### config.mk
export PLATFORM = sky130hd
export DESIGN_NAME = rd_cpu_reg
export DESIGN_NICKNAME = d
export VERILOG_FILES = /design/src/rtl/rd_cpu_reg.sv
export SDC_FILE = /design/constraint.sdc
export NUM_CORES = 1
export LEC_CHECK = 0
export CAP_MARGIN = 40
export CORE_MARGIN = 2
export CORE_UTILIZATION = 25
export CTS_CLUSTER_SIZE = 14
export DETAILED_ROUTE_END_ITERATION = 10
export PLACE_DENSITY = 0.4
export REMOVE_ABC_BUFFERS = 1
export SYNTH_ARGS = -nofsm -noshare
export SYNTH_HDL_FRONTEND = slang
export SYNTH_SLANG_ARGS = --single-unit
### constraint.sdc
create_clock -name clk -period 6 [get_ports clk]
set_input_delay 1.2 -clock clk [delete_from_list [all_inputs] [get_ports clk]]
set_output_delay 1.2 -clock clk [all_outputs]
set_load 0.02 [all_outputs]
### src/rtl/rd_cpu_reg.sv
// Debug register read-out: a UART command selects CPU registers, which are read over
// the debug port and returned as an echo, data, checksum frame (or a NACK byte).
module rd_cpu_reg (
   input  logic       clk,
   input  logic       rst,
   input  logic       en,
   input  logic [7:0] opcode,
   output logic       dbg_rd,
   output logic [2:0] dbg_addr,
   input  logic [7:0] dbg_data,
   input  logic       dbg_valid,
   input  logic       ctl_busy,
   input  logic       tx_busy,
   output logic       tx_en,
   output logic [7:0] tx_data,
   output logic       busy
);

   typedef enum logic [2:0] {
      S_Idle, S_WaitCpu, S_Read, S_ReadWait, S_Send, S_Gap
   } state_t;

   // Which part of the frame the byte just sent belongs to.
   typedef enum logic [1:0] {PH_ECHO, PH_DATA, PH_LAST} phase_t;

   state_t     state_q = S_Idle, state_d;
   phase_t     phase_q = PH_ECHO, phase_d;
   logic [2:0] idx_q = 3'd0, idx_d;
   logic [2:0] last_q = 3'd0, last_d;
   logic [7:0] pend_q = 8'h00, pend_d;
   logic [7:0] csum_q = 8'h00, csum_d;
   logic [4:0] tmo_q = 5'd0, tmo_d;
   logic       tx_en_q = 1'b0, tx_en_d;
   logic [7:0] tx_data_q = 8'h00, tx_data_d;
   logic       dbg_rd_q = 1'b0, dbg_rd_d;
   logic [2:0] dbg_addr_q = 3'd0, dbg_addr_d;

   always_comb begin
      state_d    = state_q;
      phase_d    = phase_q;
      idx_d      = idx_q;
      last_d     = last_q;
      pend_d     = pend_q;
      csum_d     = csum_q;
      tmo_d      = tmo_q;
      tx_en_d    = 1'b0;
      tx_data_d  = tx_data_q;
      dbg_rd_d   = 1'b0;
      dbg_addr_d = dbg_addr_q;
      case (state_q)
         S_Idle: begin
            if (en && opcode[7:4] == 4'h1) begin
               csum_d  = opcode;
               tmo_d   = 5'd0;
               state_d = S_Send;
               if (opcode[3:0] > 4'd6) begin
                  pend_d  = {4'hE, opcode[3:0]};
                  phase_d = PH_LAST;
               end else begin
                  pend_d  = opcode;
                  phase_d = PH_ECHO;
                  case (opcode[2:0])
                     3'd5:    begin idx_d = 3'd5; last_d = 3'd6; end
                     3'd6:    begin idx_d = 3'd0; last_d = 3'd6; end
                     default: begin idx_d = opcode[2:0]; last_d = opcode[2:0]; end
                  endcase
               end
            end
         end
         // dbg_rd/dbg_addr are registered here so the pulse lines up with S_Read.
         S_WaitCpu: begin
            if (!ctl_busy) begin
               dbg_rd_d   = 1'b1;
               dbg_addr_d = idx_q;
               state_d    = S_Read;
            end
         end
         S_Read: begin
            tmo_d   = 5'd0;
            state_d = S_ReadWait;
         end
         S_ReadWait: begin
            if (dbg_valid) begin
               pend_d  = dbg_data;
               csum_d  = csum_q ^ dbg_data;
               state_d = S_Send;
            end else if (tmo_q == 5'd15) begin
               pend_d  = 8'hFF;
               csum_d  = csum_q ^ 8'hFF;
               state_d = S_Send;
            end else begin
               tmo_d = tmo_q + 5'd1;
            end
         end
         S_Send: begin
            if (!tx_busy) begin
               tx_en_d   = 1'b1;
               tx_data_d = pend_q;
               state_d   = S_Gap;
            end
         end
         S_Gap: begin
            case (phase_q)
               PH_ECHO: begin
                  phase_d = PH_DATA;
                  state_d = S_WaitCpu;
               end
               PH_DATA: begin
                  if (idx_q != last_q) begin
                     idx_d   = idx_q + 3'd1;
                     state_d = S_WaitCpu;
                  end else begin
                     pend_d  = csum_q;
                     phase_d = PH_LAST;
                     state_d = S_Send;
                  end
               end
               default: state_d = S_Idle;
            endcase
         end
         default: state_d = S_Idle;
      endcase
   end

   always_ff @(posedge clk) begin
      if (rst) begin
         state_q    <= S_Idle;
         phase_q    <= PH_ECHO;
         idx_q      <= 3'd0;
         last_q     <= 3'd0;
         pend_q     <= 8'h00;
         csum_q     <= 8'h00;
         tmo_q      <= 5'd0;
         tx_en_q    <= 1'b0;
         tx_data_q  <= 8'h00;
         dbg_rd_q   <= 1'b0;
         dbg_addr_q <= 3'd0;
      end else begin
         state_q    <= state_d;
         phase_q    <= phase_d;
         idx_q      <= idx_d;
         last_q     <= last_d;
         pend_q     <= pend_d;
         csum_q     <= csum_d;
         tmo_q      <= tmo_d;
         tx_en_q    <= tx_en_d;
         tx_data_q  <= tx_data_d;
         dbg_rd_q   <= dbg_rd_d;
         dbg_addr_q <= dbg_addr_d;
      end
   end

   assign tx_en    = tx_en_q;
   assign tx_data  = tx_data_q;
   assign dbg_rd   = dbg_rd_q;
   assign dbg_addr = dbg_addr_q;
   assign busy     = (state_q != S_Idle);

endmodule

After elaboration in Yosys (flattened, before gate mapping) --
Cells that the tools add are included.
Cells by class: $add $sub $neg 2, magnitude comparators 1, equality and inequality tests 23, mux-type cells 37, bitwise logic cells 7, reductions and logical operators 20
Operator list (count):
- 2-to-1 mux 8 bit | 9
- 2-to-1 mux 3 bit | 11
- case mux 8 bit (3 select lines) | 1
- inequality test 2 bit (second input constant) | 9
- case mux 3 bit (2 select lines) | 3
- case mux 3 bit (6 select lines) | 1
- case mux 8 bit (2 select lines) | 1
- 2-to-1 mux 5 bit | 3
- case mux 5 bit (3 select lines) | 1
- == test 3 bit (second input constant) | 4
- AND reduction 4 bit | 3
- AND reduction 5 bit | 2
- nonzero test 3 bit | 3
- NOT 8 bit | 1
- case mux 2 bit (2 select lines) | 2
- bitwise XOR 8 bit | 1
- == test 3 x 2 -> 1 bit (second input constant) | 2
- 2-to-1 mux 2 bit | 3
- inequality test 3 bit (second input constant) | 2
- AND reduction 3 bit | 2
- OR reduction 2 bit | 3
- adder 5 x 1 -> 5 bit (second input constant) | 1
- == test 5 x 4 -> 1 bit (second input constant) | 1
- NOT 1 bit | 5
- other kinds (13) | 16
Word-level totals: register bits after elaboration 45, input port bits 22, output and inout port bits 14, logic and storage cells 101

Longest topological paths before layout --
Gate-level depths: netlist of run 1.
word-level depth 5, mapped depth 9, depth with buffers taken out 8

Worst setup path before layout of run 1 --
Ideal clock, no wire load.
kind input port to flip-flop, start point input port opcode[6], end point register pend_q[5], data arrival time 2.298 ns, slack 3.632 ns, stages 6, cell sequence nor4_4 -> and3_2 -> a21oi_2 -> buf_6 -> a211o_1 -> a21oi_1
On the way: word-level cells in the longest chain between the ends 4
Ends and longest elaborated chain:
- from (decl) | RTL line 7 | input logic [7:0] opcode,
- == test 4 x 1 -> 1 bit | RTL line 52 | if (en && opcode[7:4] == 4'h1) begin
- logical AND 1 bit | RTL line 52
- inequality test 2 bit (no line)
- AND reduction 5 bit (no line)
- to (signal assigned) | RTL line 143 | pend_q <= pend_d;
- to (decl) | RTL line 30 | logic [7:0] pend_q = 8'h00, pend_d;
Every way passes these cells. A chain may end at the register's enable or synchronous reset.

Worst setup path in the final report of run 1 --
start point register state_q[0], end point output port busy
On the way: word-level cells in the longest chain between the ends 1
Ends and longest elaborated chain:
- from (decl) | RTL line 26 | state_t state_q = S_Idle, state_d;
- from (signal assigned) | RTL line 127 | state_q <= S_Idle;
- from (signal assigned) | RTL line 139 | state_q <= state_d;
- nonzero test 3 bit | RTL line 157 | assign busy = (state_q != S_Idle);
- to (decl) | RTL line 16 | output logic busy
Every way passes these cells.

==> reports/metrics.yaml, run 1 <==
outcome:
  status: "complete, no violations"
pwr:
  p_total_w: 0.000557
  powerDensity_nw_per_um2: 188
  leakage_nw: 0.984
  vdd_drop_max_uv: 84.5
synthesis:
  synthArstFlopShare_pct: 0
  synth.distinct_cells: 52
  yosys.area_share.adder_pct: 1.51
  synth_area_sq_um: 2480
  syn_area_per_cell_sq_um: 7.79
  synth-simple-area-share_pct: 27.7
  synth_top_family_by_area: "simple AND/OR/NAND/NOR gates"
  yosysSeqAreaShare_pct: 36.3
  synth_mux_area_share_pct: 1.62
  synth_flop_cell: "dfxtp_1"
  synth-compound-area-share_pct: 25.9
  synth_xor_area_share_pct: 1.06
  synth-seq-cells: 45
  ys.warnings.count: 0
  synth_edf_count: 0
  netlist_instances: 318
placed_design:
  dp_slack_ns: 2.65
  dp_hpwl_mm: 4.59
  routabilityCongestion: 0.708
  place.port_buffers: 35
timing:
  drv_slew: 0
  holdWs_ns: 0.458
  setup_ws_ns: 2.86
  hold_violations: 0
  fin_skew_ns: 0.00760
  period_needed_ns: 3.14
  period_share_pct: 52.4
  final-setup-viol-count: 0
  tightest_slew_ns: 0.806
  slew_headroom_pct: 46.1
  rsz0062_at_grt: "no"
  fmax_mhz: 318
  setup_tns_ns: 0
clocking:
  worstSkewPairLatency_ns: 0.30
  post-cts-setup-buffers: 0
  cts_resized: 0
  ctsHoldBuffers: 0
  cts_max_level: 2
  clockRootBuffer: "clkbuf_8"
  clock-sinks: 45
  numCtsBuffers: 5
  cts_buffer_depth: 2
  cts.clk_slew.worst_paths_ns: 0.09
  cts_tree: "done"
drt:
  final_antenna_net_count: 0
  avgRoutedWirePerCell_um: 13.9
  drc_errors: 0
  dr.first_iter.drc_count: 95
  num_vias: 2303
  firstDrtPassIters: 5
  wirelength_mm: 6.65
  drt-vias-per-instance: 4.83
layout:
  multi_input_area_sq_um: 1430
  fin_nets: 368
  drive_gt1_share_pct: 9.01
  diodes: 0
  final_cell_mix: "nand2_1, dfxtp_1, a21oi_1"
  area_growth_pct: 19.8
  final_common_cell: "nand2_1"
  seq_area_sq_um: 901
  nFillCells: 1070
  fin_util_pct: 30.7
floorplan:
  fp.dieArea_sq_um: 10700
  start_util_pct: 25.6
  pin_count: 36
  core_area_sq_um: 9680
  fp.dieW_um: 104
  fp-row-count: 36
  die_h_um: 104
grt:
  grt_pass1_wl_mm: 11.1
  grt_pass1_vias: 2169
  track_usage_pct: 12.7
  grt_start_max_net_pins: 46
  grt-ovfl-total: 0
  antenna_found_initial: 0
critical_path:
  crit_start: "state_q[0]"
  regToRegStartpoint: "state_q[0]"
  worstSetupPathType: "flop to primary output"
  startpoint_type: "flop"
  required_ns: 4.80
  critPathCaptureType: "primary output"
  critical_path.max_fanout: 20
  arrival_ns: 1.94
min_path:
  hold_path.startpoint: "tmo_q[4]"
  hold_path.class: "flop to flop"
job:
  cap_violations: 0
cell families (layout without fill, tap and decap cells):
logic type | count (synthesis) | after routing
AO/OA/AOI/OAI | 109 | 109
XOR/XNOR | 3 | 3
adder cells (fa/ha/maj) | 3 | 3
buffers and inverters | 22 | 48
flip-flops | 45 | 45
multiplexers | 4 | 4
AND/OR/NAND/NOR | 132 | 132
worst paths after layout:
check,to,slack [ns],depth (start not counted)
worst max-delay path,busy,2.86,2
worst min-delay path,tmo_q[4],0.46,2
worst max register to register,csum_q[4],3.28,4
worst min register to register,tmo_q[4],0.46,2
flip-flops by register name, indices dropped and copies added, names as in the netlist:
| signal | flops |
|---|---|
| tx_en | 1 |
| tx_data | 8 |
| csum_q | 8 |
| idx_q | 3 |
| tmo_q | 5 |
| phase_q | 2 |
| last_q | 3 |
| pend_q | 8 |
| dbg_rd | 1 |
| state_q | 3 |
| dbg_addr | 3 |
synthesized netlist by cell type (all sizes together), types with 3 or more instances:
library cell | number | area (sq um)
nor2b | 3 | 18.8
a21oi | 43 | 219
or2b | 3 | 26.3
inv | 3 | 11.3
a22oi | 6 | 45.0
a211oi | 5 | 37.5
ha | 3 | 37.5
a31oi | 3 | 18.8
nand3b | 3 | 22.5
nor2 | 32 | 128
o21ai | 37 | 193
buf | 12 | 101
xor2 | 3 | 26.3
nand3 | 6 | 30.0
mux2i | 4 | 40.0
nand2b | 10 | 62.6
nor3 | 5 | 35.0
nand2 | 50 | 188
or3 | 6 | 37.5
dfxtp | 45 | 901
clkbuf | 6 | 22.5
a211o | 6 | 57.6
worst max-delay path, stage by stage (launching register included):
cell	delay, ns
dfxtp_1	0.83
or3_1	0.22
clkdlybuf4s50_1	0.59
where the power goes:
part	total (W)	leakage [nW]	switching [W]	internal [W]
clock	0.000200	0.0481	0.000117	0.0000830
sequential	0.000304	0.363	0.00000288	0.000301
combinational	0.0000533	0.573	0.0000291	0.0000242
layout make-up:
type	instances	area share, %
clock inverters	3	0.759
well taps	133	5.60
inverters	3	0.379
flip-flops and latches	45	30.3
clock buffers	5	2.32
multi-input cells	251	48.3
repair buffers	37	12.3
metal layers:
layer	routed length, um	part of all wire [%]	GRT usage (%)	vias to the layer above
met1	3430	52	17.7	1085
met2	2980	45	20.3	42
met5	0	0	0	-
met4	35	0.53	3.47	0
li1	-	-	-	1174
met3	200	3.0	2.01	2
through the flow:
stage	std cells	area, sq um
finish	477	2970
CTS	477	2970
global route	477	2970
global placement	468	2870
detailed placement	469	2880
floorplan	299	2350
Note: power is estimated with default switching activity, not from simulation.
==> run 2: changes to the inputs <==
Clock period 6 ns to 3.25 ns, I/O delays scaled along.
==> reports/metrics.yaml, run 2 (same netlist as run 1, synthesis figures left out) <==
layout:
  diodes: 0  # unchanged
  final_cell_mix: "nand2_1, dfxtp_1, a21oi_1"
  drive_gt1_share_pct: 10.1  # +1.0 points
  seq_area_sq_um: 901  # unchanged
  fin_cells: 481  # +0.84%
  area_growth_pct: 20.9
  nFillCells: 1064  # -0.56%
  stdcell_area_sq_um: 3000  # +0.97%
  fin_nets: 372  # +1.1%
  fin_util_pct: 31.0  # +0.30 points
  multi_input_area_sq_um: 1430  # unchanged
  final_common_cell: "nand2_1"
critical_path:
  crit_chain: "or3_1 -> clkdlybuf4s50_1"
  critPathCaptureType: "primary output"
  worstSetupPathType: "flop to primary output"
  crit_start: "state_q[0]"
  cp_slowest_cell: "dfxtp_1"
  arrival_ns: 1.93  # about the same
  crit_cells: 2  # unchanged
  crit_family: "flip-flops"
  critical_path.max_fanout: 20  # unchanged
  required_ns: 2.60  # -2.20 ns
  startpoint_type: "flop"
  regToRegStartpoint: "tmo_q[0]"
  r2r_cells: 8  # +4
  slowest_delay_ns: 0.82  # about the same
  crit_buf_inv: 1  # unchanged
grt:
  grt-ovfl-total: 0  # unchanged
  grt_pass1_wl_mm: 11.5  # +3.9%
  grt_pass1_vias: 2196  # +1.2%
  antenna_found_initial: 0  # unchanged
  track_usage_pct: 13.1  # +0.44 points
  grt_start_max_net_pins: 46  # unchanged
clocking:
  worstSkewPairLatency_ns: 0.30  # about the same
  cts_buffer_depth: 2  # unchanged
  clockRootBuffer: "clkbuf_8"
  ctsHoldBuffers: 0  # unchanged
  numCtsBuffers: 5  # unchanged
  cts.clk_slew.worst_paths_ns: 0.10  # about the same
  cts_max_level: 2  # unchanged
  cts_resized: 0  # unchanged
  post-cts-setup-buffers: 0  # unchanged
  clock-sinks: 45  # unchanged
  cts_tree: "done"
drt:
  drt-vias-per-instance: 4.70  # -2.6%
  firstDrtPassIters: 4  # -1
  avgRoutedWirePerCell_um: 14.2  # +1.7%
  num_vias: 2263  # -1.7%
  drc_errors: 0  # unchanged
  dr.first_iter.drc_count: 130  # +37%
  final_antenna_net_count: 0  # unchanged
  wirelength_mm: 6.82  # +2.5%
pwr:
  p_seq_share_pct: 54.0  # -0.6 points
  vdd_drop_max_uv: 161  # +91%
  clkPwrFrac_pct: 36.2  # +0.3 points
  swShare_pct: 27.3  # +0.53 points
  powerDensity_nw_per_um2: 347  # +85%
  combPwrFrac_pct: 9.8  # +0.2 points
  leakage_nw: 0.999  # +1.5%
  switching_power_w: 0.000283  # +90%
  intPower_w: 0.000756  # +85%
timing:
  tightest_slew_ns: 0.748  # -0.0572 ns
  setup_tns_ns: 0  # unchanged
  period_share_pct: 79.5
  slew_headroom_pct: 50.0  # +3.9 points
  final-setup-viol-count: 0  # unchanged
  fmax_mhz: 387
  drv_slew: 0  # unchanged
  fin_skew_ns: 0.00625  # -0.00134 ns
  rsz0062_at_grt: "no"
  period_needed_ns: 2.58
  hold_violations: 0  # unchanged
placed_design:
  place.port_buffers: 35  # unchanged
  dpl.cell_count: 473  # +0.85%
  dp_hpwl_mm: 4.76  # +3.6%
  routabilityCongestion: 0.737  # +4.1%
  placed_area_sq_um: 2910  # +1.0%
min_path:
  hold_depth: 2  # unchanged
  hold_path.class: "flop to flop"
  hold_path.startpoint: "pend_q[3]"
floorplan:
  fp-row-count: 36  # unchanged
  fp.dieArea_sq_um: 10700  # unchanged
  core_area_sq_um: 9680  # unchanged
  die_h_um: 104  # unchanged
  fp.dieW_um: 104  # unchanged
  pin_count: 36  # unchanged
  start_util_pct: 25.6  # unchanged
job:
  cap_violations: 0  # unchanged
outcome:
  status: "complete, no violations"
-- run 2: final timing paths --
kind	to	slack, ns
setup / recovery	busy	0.67
hold / removal	tx_data[3]	0.46
setup reg to reg	pend_q[7]	0.80
hold reg to reg	tx_data[3]	0.46
-- run 2: through the flow --
step                total power, W  worst slack, ns  hold WS [ns]
floorplan                 0.000614             1.24         0.422
global placement          0.000678            0.632         0.442
detailed placement        0.000677            0.594         0.448
CTS                        0.00106            0.622         0.462
global route               0.00109            0.500         0.478
finish                     0.00104            0.667         0.457
-- run 2: final cells by class --
type	instances	share of cell area, %
Clock buffer	5	2.30
Tap cell	133	5.55
Multi-Input combinational cell	251	47.8
Inverter	3	0.376
Timing Repair Buffer	41	13.2
Sequential cell	45	30.1
Clock inverter	3	0.710
-- run 2: power by group through the flow --
stage / clock network, W / logic, W / registers [W]
detailed placement: 0 / 0.000103 / 0.000574
CTS: 0.000397 / 0.000104 / 0.000561
global placement: 0 / 0.000104 / 0.000574
floorplan: 0 / 0.0000412 / 0.000573
global route: 0.000419 / 0.000112 / 0.000563
finish: 0.000376 / 0.000102 / 0.000561
-- run 2: routing by layer --
| metal | vias up | global-route usage [%] | share of wire (%) |
|---|---|---|---|
| li1 | 1184 | - | - |
| met1 | 1051 | 19.3 | 54 |
| met5 | - | 0 | 0 |
| met2 | 26 | 20.2 | 43 |
| met4 | 0 | 2.90 | 0.51 |
| met3 | 2 | 2.01 | 2.3 |
-- run 2: worst register-to-register path: cells and delay by family (launching register included) --
kind | cells | cell delay (ns)
fa+ha+maj | 2 | 0.43
flops | 1 | 0.35
simple gates | 2 | 0.61
compound gates | 4 | 1.00
==> run 3: changes to the inputs <==
Settings changed: PLACE_DENSITY 0.4 to 0.41.
Clock period 3.25 ns to 2.2 ns, I/O delays scaled along.
==> reports/metrics.yaml, run 3 (same netlist as run 1, synthesis figures left out) <==
min_path:
  hold_path.class: "flop to flop"
  min_to: "tx_data[7]"
  hold_path.startpoint: "pend_q[7]"
  hold_depth: 2  # unchanged
drt:
  drc_errors: 0  # unchanged
  drt-vias-per-instance: 4.68  # -0.50%
  num_vias: 2350  # +3.8%
  wirelength_mm: 6.90  # +1.2%
  firstDrtPassIters: 4  # unchanged
  dr.first_iter.drc_count: 98  # -25%
  avgRoutedWirePerCell_um: 13.7  # -3.0%
  final_antenna_net_count: 0  # unchanged
timing:
  fin_skew_ns: 0.0120  # +0.00579 ns
  period_share_pct: 96.5
  hold_violations: 0  # unchanged
  final-setup-viol-count: 0  # unchanged
  slew_headroom_pct: 63.8  # +14 points
  setup_tns_ns: 0  # unchanged
  drv_slew: 0  # unchanged
  fmax_mhz: 471
  period_needed_ns: 2.12
  tightest_slew_ns: 0.540  # -0.209 ns
  rsz0062_at_grt: "no"
clocking:
  clock-sinks: 45  # unchanged
  cts_buffer_depth: 2  # unchanged
  cts_tree: "done"
  clockRootBuffer: "clkbuf_8"
  numCtsBuffers: 5  # unchanged
  worstSkewPairLatency_ns: 0.31  # about the same
  cts.clk_slew.worst_paths_ns: 0.10  # about the same
  cts_max_level: 2  # unchanged
grt:
  grt_start_max_net_pins: 46  # unchanged
  grt-ovfl-total: 0  # unchanged
  antenna_found_initial: 0  # unchanged
  track_usage_pct: 13.3  # +0.14 points
  grt_pass1_wl_mm: 11.7  # +1.3%
  grt_pass1_vias: 2295  # +4.5%
critical_path:
  worstSetupPathType: "flop to primary output"
  critPathCaptureType: "primary output"
  critical_path.max_fanout: 12  # -40%
  required_ns: 1.76  # -0.84 ns
  r2r_end: "tmo_q[4]"
  arrival_ns: 1.68  # -0.25 ns
  startpoint_type: "flop"
  r2r_setup_slack_ns: 0.18  # -0.62 ns
  regToRegStartpoint: "tmo_q[0]"
  r2r_cells: 8  # unchanged
layout:
  nFillCells: 1064  # unchanged
  final_common_cell: "nand2_1"
  fin_util_pct: 33.1  # +2.2 points
  diodes: 0  # unchanged
  fin_nets: 393  # +5.6%
  area_growth_pct: 29.5
  drive_gt1_share_pct: 16.0  # +5.9 points
  final_cell_mix: "nand2_1, dfxtp_1, a21oi_1"
pwr:
  powerDensity_nw_per_um2: 485  # +40%
  leakage_nw: 1.12  # +12%
  vdd_drop_max_uv: 231  # +43%
placed_design:
  dp_hpwl_mm: 4.94  # +3.9%
  place.port_buffers: 35  # unchanged
  routabilityCongestion: 0.759  # +3.0%
floorplan:
  fp.dieW_um: 104  # unchanged
  die_h_um: 104  # unchanged
  pin_count: 36  # unchanged
  core_area_sq_um: 9680  # unchanged
  fp-row-count: 36  # unchanged
  start_util_pct: 25.6  # unchanged
  fp.dieArea_sq_um: 10700  # unchanged
outcome:
  status: "complete, no violations"
job:
  cap_violations: 0  # unchanged
run 3: changes by cell type in the layout (fill, tap and decap cells not counted):
cell | previous run | this run
a21oi_2 | 1 | 0
a21oi_4 | 0 | 1
buf_12 | 0 | 3
buf_4 | 6 | 24
clkinv_2 | 1 | 0
clkinv_4 | 0 | 1
dfxtp_1 | 45 | 43
dfxtp_2 | 0 | 2
nor2_1 | 31 | 30
nor2_2 | 0 | 1
run 3: critical path: stages (launching register included):
cell             delay (ns)
dfxtp_2                0.43
or3_1                  0.40
clkdlybuf4s50_1        0.54
run 3: worst max-delay path by stage:
stage,startpoint,end,slack (ns),cells past startpoint
2_1_floorplan,tmo_q[0],pend_q[0],0.19,8
3_3_place_gp,opcode[6],pend_q[4],-0.04,6
3_5_place_dp,opcode[6],pend_q[2],-0.06,6
4_1_cts,state_q[2],busy,0.03,2
5_1_grt,state_q[0],busy,0.02,2
6_report,state_q[0],busy,0.08,2
run 3: stage by stage:
step,power (W),instance area (sq um),setup slack (ns),instances,hold WS (ns)
finish,0.00156,3210,0.0769,502,0.454
global route,0.00163,3210,0.0175,502,0.472
CTS,0.00158,3190,0.0309,501,0.460
detailed placement,0.00102,3080,-0.0637,493,0.445
global placement,0.00102,3080,-0.0418,493,0.443
floorplan,0.000907,2350,0.185,299,0.422
run 3: repair_timing:
action | in CTS | in global routing
setup buffers | 0 | 1
pin swaps | 0 | 1
hold buffers | 0 | 0
cloned | 0 | 0
resized for setup | 2 | 2
endpoints found under the setup margin | 9 | 11
run 3: routing by layer:
metal	global-route usage (%)	part of all wire [%]	routed length, um	up-vias
met4	3.67	0.78	54	0
met5	0	0	0	-
li1	-	-	-	1228
met2	20.8	44	3040	26
met1	18.9	53	3640	1091
met3	2.14	2.4	166	5
run 3: power breakdown:
group	switching [W]	leakage, nW	internal [W]
combinational	0.0000854	0.709	0.0000840
clock	0.000327	0.0447	0.000230
sequential	0.00000778	0.364	0.000821
run 3: cell type report:
cell class	instances	area [sq um]	area share, %
inverters	3	11.3	0.351
clock buffers	5	68.8	2.14
repair buffers	62	591	18.4
flip-flops and latches	45	903	28.1
well taps	133	166	5.19
multi-input cells	251	1440	45.0
clock inverters	3	25.0	0.780
